`config.mk`:
```
export PLATFORM = sky130hd
export DESIGN_NAME = seg_scan_display
export DESIGN_NICKNAME = d
export VERILOG_FILES = /design/src/rtl/seg_scan_display_pkg.sv /design/src/rtl/hex_to_seg.sv /design/src/rtl/seg_scan_display.sv
export SDC_FILE = /design/constraint.sdc
export NUM_CORES = 1
export LEC_CHECK = 0
export CORE_MARGIN = 5
export CORE_UTILIZATION = 35
export DETAILED_ROUTE_END_ITERATION = 16
export PLACE_DENSITY_LB_ADDON = 0.12
export REMOVE_ABC_BUFFERS = 1
export SYNTH_ARGS = -nofsm -noshare
export SYNTH_HDL_FRONTEND = slang
export SYNTH_HIERARCHICAL = 1
export SYNTH_SLANG_ARGS = --single-unit
```
`constraint.sdc`:
```
create_clock -name clk -period 2.05 [get_ports clk]
set_input_delay 0.5125 -clock clk [delete_from_list [all_inputs] [get_ports clk]]
set_output_delay 0.5125 -clock clk [all_outputs]
set_load 0.01 [all_outputs]
```
`src/rtl/seg_scan_display_pkg.sv`:
```
// Shared constants and types for the multiplexed 7-segment scanner.
// Segment vectors are ordered {g,f,e,d,c,b,a} and are active-low.
package seg_scan_display_pkg;

    localparam logic [6:0] SEG_BLANK = 7'b1111111;
    localparam logic [3:0] AN_OFF    = 4'b1111;

    // Entry 15 sits in the most significant slot, entry 0 in the least.
    localparam logic [15:0][6:0] SEG_TABLE = {
        7'b0001110,  // F
        7'b0000110,  // E
        7'b0100001,  // d
        7'b1000110,  // C
        7'b0000011,  // b
        7'b0001000,  // A
        7'b0011000,  // 9
        7'b0000000,  // 8
        7'b1111000,  // 7
        7'b0000010,  // 6
        7'b0010010,  // 5
        7'b0011001,  // 4
        7'b0110000,  // 3
        7'b0100100,  // 2
        7'b1111001,  // 1
        7'b1000000   // 0
    };

    typedef enum logic [1:0] {
        DIG_SUM    = 2'd0,
        DIG_COUT   = 2'd1,
        DIG_CNT_LO = 2'd2,
        DIG_CNT_HI = 2'd3
    } digit_e;

    function automatic logic [3:0] an_sel(input digit_e d);
        logic [3:0] onehot;
        onehot = 4'b0001 << d;
        return ~onehot;
    endfunction

endpackage

```
`src/rtl/hex_to_seg.sv`:
```
// Combinational hex nibble to active-low 7-segment pattern.
// Pure table lookup so the top can register the result directly.
module hex_to_seg
    import seg_scan_display_pkg::*;
(
    input  logic [3:0] hex_i,
    output logic [6:0] seg_o
);

    assign seg_o = SEG_TABLE[hex_i];

endmodule

```
`src/rtl/seg_scan_display.sv`:
```
// Four-digit scanned display of a captured adder result and a load count.
// Digit 1 blinks while a carry-out is latched.
module seg_scan_display
    import seg_scan_display_pkg::*;
#(
    parameter int SCAN_DIV  = 50000,
    parameter int BLINK_DIV = 64
) (
    input  logic       clk,
    input  logic       rst_n,
    input  logic       load,
    input  logic [3:0] sum,
    input  logic       cout,
    output logic [6:0] seg,
    output logic [3:0] an
);

    localparam int PW = $clog2(SCAN_DIV);
    localparam int RW = (BLINK_DIV > 1) ? $clog2(BLINK_DIV) : 1;
    localparam logic [PW-1:0] PRE_LAST = PW'(SCAN_DIV - 1);
    localparam logic [RW-1:0] RND_LAST = RW'(BLINK_DIV - 1);

    logic [PW-1:0] pre_q, pre_d;
    digit_e        dig_q, dig_d;
    logic [RW-1:0] rnd_q, rnd_d;
    logic          blink_q, blink_d;

    logic [3:0]    sum_q, sum_d;
    logic          cout_q, cout_d;
    logic [7:0]    cnt_q, cnt_d;

    logic [6:0]    seg_q, seg_d;
    logic [3:0]    an_q, an_d;

    logic          tick;
    logic          wrap;
    logic [3:0]    nib;
    logic          blank;
    logic [6:0]    dec_seg;

    assign tick = (pre_q == PRE_LAST);
    assign wrap = tick && (dig_q == DIG_CNT_HI);

    always_comb begin
        pre_d   = pre_q + 1'b1;
        dig_d   = dig_q;
        rnd_d   = rnd_q;
        blink_d = blink_q;
        if (tick) begin
            pre_d = '0;
            dig_d = digit_e'(dig_q + 2'd1);
        end
        // Blink phase flips once every BLINK_DIV complete scan rounds.
        if (wrap) begin
            if (rnd_q == RND_LAST) begin
                rnd_d   = '0;
                blink_d = ~blink_q;
            end else begin
                rnd_d = rnd_q + 1'b1;
            end
        end
    end

    always_ff @(posedge clk or negedge rst_n) begin
        if (!rst_n) begin
            pre_q   <= '0;
            dig_q   <= DIG_SUM;
            rnd_q   <= '0;
            blink_q <= 1'b0;
        end else begin
            pre_q   <= pre_d;
            dig_q   <= dig_d;
            rnd_q   <= rnd_d;
            blink_q <= blink_d;
        end
    end

    always_comb begin
        sum_d  = sum_q;
        cout_d = cout_q;
        cnt_d  = cnt_q;
        if (load) begin
            sum_d  = sum;
            cout_d = cout;
            cnt_d  = cnt_q + 8'd1;
        end
    end

    always_ff @(posedge clk or negedge rst_n) begin
        if (!rst_n) begin
            sum_q  <= '0;
            cout_q <= 1'b0;
            cnt_q  <= '0;
        end else begin
            sum_q  <= sum_d;
            cout_q <= cout_d;
            cnt_q  <= cnt_d;
        end
    end

    always_comb begin
        nib   = '0;
        blank = 1'b0;
        unique case (dig_q)
            DIG_SUM:    nib = sum_q;
            DIG_COUT: begin
                nib   = {3'b000, cout_q};
                blank = cout_q & blink_q;
            end
            DIG_CNT_LO: nib = cnt_q[3:0];
            DIG_CNT_HI: nib = cnt_q[7:4];
            default:    nib = '0;
        endcase
    end

    hex_to_seg u_dec (
        .hex_i (nib),
        .seg_o (dec_seg)
    );

    always_comb begin
        seg_d = blank ? SEG_BLANK : dec_seg;
        an_d  = an_sel(dig_q);
    end

    always_ff @(posedge clk or negedge rst_n) begin
        if (!rst_n) begin
            seg_q <= SEG_BLANK;
            an_q  <= AN_OFF;
        end else begin
            seg_q <= seg_d;
            an_q  <= an_d;
        end
    end

    assign seg = seg_q;
    assign an  = an_q;

endmodule

```
==> metrics.md <==
| Metric | Value |
|---|---|
| Status | finished, violations left |
| Failing checks | setup timing |
| Unrepaired setup endpoints after global routing | true |
| Antenna-violating nets left | 0 |
| P_leak | 1.39 nW |
| Core Box Area | 6830 µm² |
| First-pass GRT wire length | 8.09 mm |
| Async SR Flop Fraction | 100% |
| Final core occ | 45.3% |
| Synthesized area | 2470 µm² |
| DP HPWL | 3.27 mm |
| DRT Pass-1 Iters | 4 |
| Post-layout nets | 290 |
| GRT Util Overall | 11.6% |
| Sequential share of the synthesized area | 50.2% |
| DR DRC count | 0 |
| Post-synth EDFFs | 0 |
| Power density cells | 699 nW/µm² |
| Initial Util | 36.1% |
| Worst IR Drop VDD | 0.318 mV |
| Min-Delay Path Class | input port to asynchronous set/reset pin |
| Global placement routability congestion | 0.760 |
| Dominant cell type by area after synthesis | dfrtp_1 |
| Largest net degree at the start of global routing | 32 |
| Share of layout cells above drive strength 1 | 27.5% |
| DRC marker count from the first detailed-route iteration | 47 |
| Die Width | 94.0 µm |
| Via density | 4.66 |
| Req. time, crit path | 2.27 ns |
| Port buffer count | 18 |
| CTS Buf Count | 5 |
| Post-DP Area | 2900 µm² |
| Pins Over Slew Limit | 0 |
| Synth Area in Compound Gates | 6.64% |
| Worst-case reg-to-reg path depth | 9 |
| WS Path Type | flop to flop |
| Endpoints failing setup | 3 |
| Placement Setup Slack | -0.118 ns |
| Final hold violations | 0 |
| DRT Wirelength | 4.63 mm |
| Storage cell area | 1240 µm² |
| Hold buffer count at CTS | 0 |
| Synth Area per Inst | 11.1 µm² |
| Layout area overhead | 25.3% |
| Fill cells | 662 |
| FF+latch count, synth | 49 |
| Num rows | 30 |
| N_diodes | 0 |
| Slew HR | 68.6% |
| Maximum clock frequency | 0.479 GHz |
| Post-Synth XOR/XNOR Area | 8.82% |
| IO Pins | 19 |
| Grt ovf | 0 |
| CTS tree | built |
| Worst Tran Pin Value | 0.467 ns |
| Simple logic cell fraction of the synthesized area | 17.7% |
| Post-route cell area | 3090 µm² |
| Worst-path clk slew | 0.09 ns |
| Adder-Cell Fraction of Synth Area | 7.10% |
| MaxCap Viol Count | 0 |
| Critical Path Fanout Max | 3 |
| Final min period | 2.09 ns |
| Arrival time worst endpoint | 2.31 ns |
| Ys Warns | 6 |
| Final setup margin | -0.0377 ns |
| Multi-input logic area | 1200 µm² |
| Setup TNS | -0.0762 ns |
| Post-synthesis mux area share | 5.68% |
| Die ar. | 8830 µm² |
| Worst hold slack | 0.154 ns |
| Placed insts | 353 |
| CTS H-tree lvls | 2 |
| Via count | 1701 |
| Startpoint Class | flop |
| Critical Path End Type | flop |
| Number of global-route vias before repair | 1734 |
| Netlist cell types | 40 |
| Total Power | 2.16 mW |
| Setup Skew | 0.00679 ns |
| Largest family of logic cells by synthesized area | simple AND/OR/NAND/NOR gates |
| Clock Root Buffer | clkbuf_8 |
| Fin cells | 365 |
| Mapped Cells | 223 |
| Post-synth top flop | dfrtp_1 |
| CTS sink cnt | 49 |
| Top cells by area, synth | dfrtp_1, dfstp_2, ha_1 |
| Final Cycle Share | 102% |
| Die H | 94.0 µm |
| Post-synth top area share | 38.5% |
| Drt wl/cell | 12.7 µm |
| Worst skew pair latency | 0.30 ns |
| Antenna violations before repair | 0 |
| Max Buffers Root-to-Sink | 2 |
-- area by class of cell --
type	count	share of cell area [%]
Tap cell	96	3.88
Sequential cell	49	40.2
Multi-Input combinational cell	155	38.9
Clock inverter	1	0.243
Timing Repair Buffer	44	12.4
Clock buffer	7	2.79
Inverter	13	1.66
-- layout by cell type, fill, tap and decap left out, drive strengths merged, types with 12 or more instances in the layout --
cell / n
nor2: 21
inv: 13
nand2: 14
buf: 27
dfrtp: 38
ha: 14
o21ai: 12
xnor2: 13
clkdlybuf4s50: 17
-- kinds of logic after synthesis --
kind of cell / after synthesis
simple gates: 79
flops: 49
compound gates: 25
xor+xnor: 24
buf+inv: 19
fa+ha+maj: 14
mux: 13
-- sequential cells by signal, summed over array words and instances, names as in the netlist --
register  cells
an            4
blink_q       1
cnt_q         8
cout_q        1
dig_q         2
pre_q        16
rnd_q         6
seg           7
sum_q         4
-- where the power goes --
group          switching, mW  internal (mW)  total, mW
clock                  0.318          0.275      0.592
sequential            0.0957           1.08       1.18
combinational          0.170          0.222      0.391
total                  0.583           1.58       2.16
-- routing by layer --
| layer | vias to the layer above | routed length, µm | GRT usage (%) |
|---|---|---|---|
| li1 | 854 | - | - |
| met1 | 822 | 2310 | 15.6 |
| met2 | 21 | 2120 | 18.2 |
| met3 | 4 | 134 | 2.64 |
| met4 | 0 | 65 | 3.97 |
| met5 | - | 0 | 0 |
-- worst paths after layout --
check / start / to / slack (ns)
worst max-delay path: dig_q[0]$_DFFE_PN0N_ / seg[6]$_DFF_PN1_ / -0.04
worst min register to register: cnt_q[7]$_DFFE_PN0P_ / cnt_q[7]$_DFFE_PN0P_ / 0.47
max in group asynchronous: rst_n / an[1]$_DFF_PN1_ / 1.29
min in group clk: cnt_q[7]$_DFFE_PN0P_ / cnt_q[7]$_DFFE_PN0P_ / 0.47
worst max register to register: dig_q[0]$_DFFE_PN0N_ / seg[6]$_DFF_PN1_ / -0.04
worst min-delay path: rst_n / pre_q[3]$_DFF_PN0_ / 0.15
-- critical path: stages (launching register included) --
cell and delay [ns]:
dfrtp_2 0.44, inv_4 0.06, ha_4 0.16, a222oi_1 0.32, mux2i_1 0.14, buf_4 0.17, ha_4 0.15, mux2_2 0.25
a22o_1 0.20, nand2b_4 0.13
-- cells in the mapped netlist, types with 3 or more instances --
| cell type | count |
|---|---|
| dfrtp_1 | 38 |
| nor2_1 | 20 |
| ha_1 | 14 |
| inv_1 | 13 |
| nand2_1 | 13 |
| xnor2_1 | 12 |
| dfstp_2 | 11 |
| xor2_1 | 11 |
| nand3_1 | 10 |
| o21ai_0 | 10 |
| mux2_2 | 8 |
| nand2b_1 | 8 |
| nand4_1 | 8 |
| mux2i_1 | 5 |
| and3_1 | 4 |
| a22oi_1 | 3 |
-- timing repair --
action                                  4_1_cts  5_1_grt
buffers inserted                              3        1
endpoints found under the hold margin         0        0
gates resized for setup                      14        9
endpoints found under the setup margin        6        7
pin swaps                                     4        2
cloned                                        0        0
No activity file was read; power rests on OpenSTA's default activity.
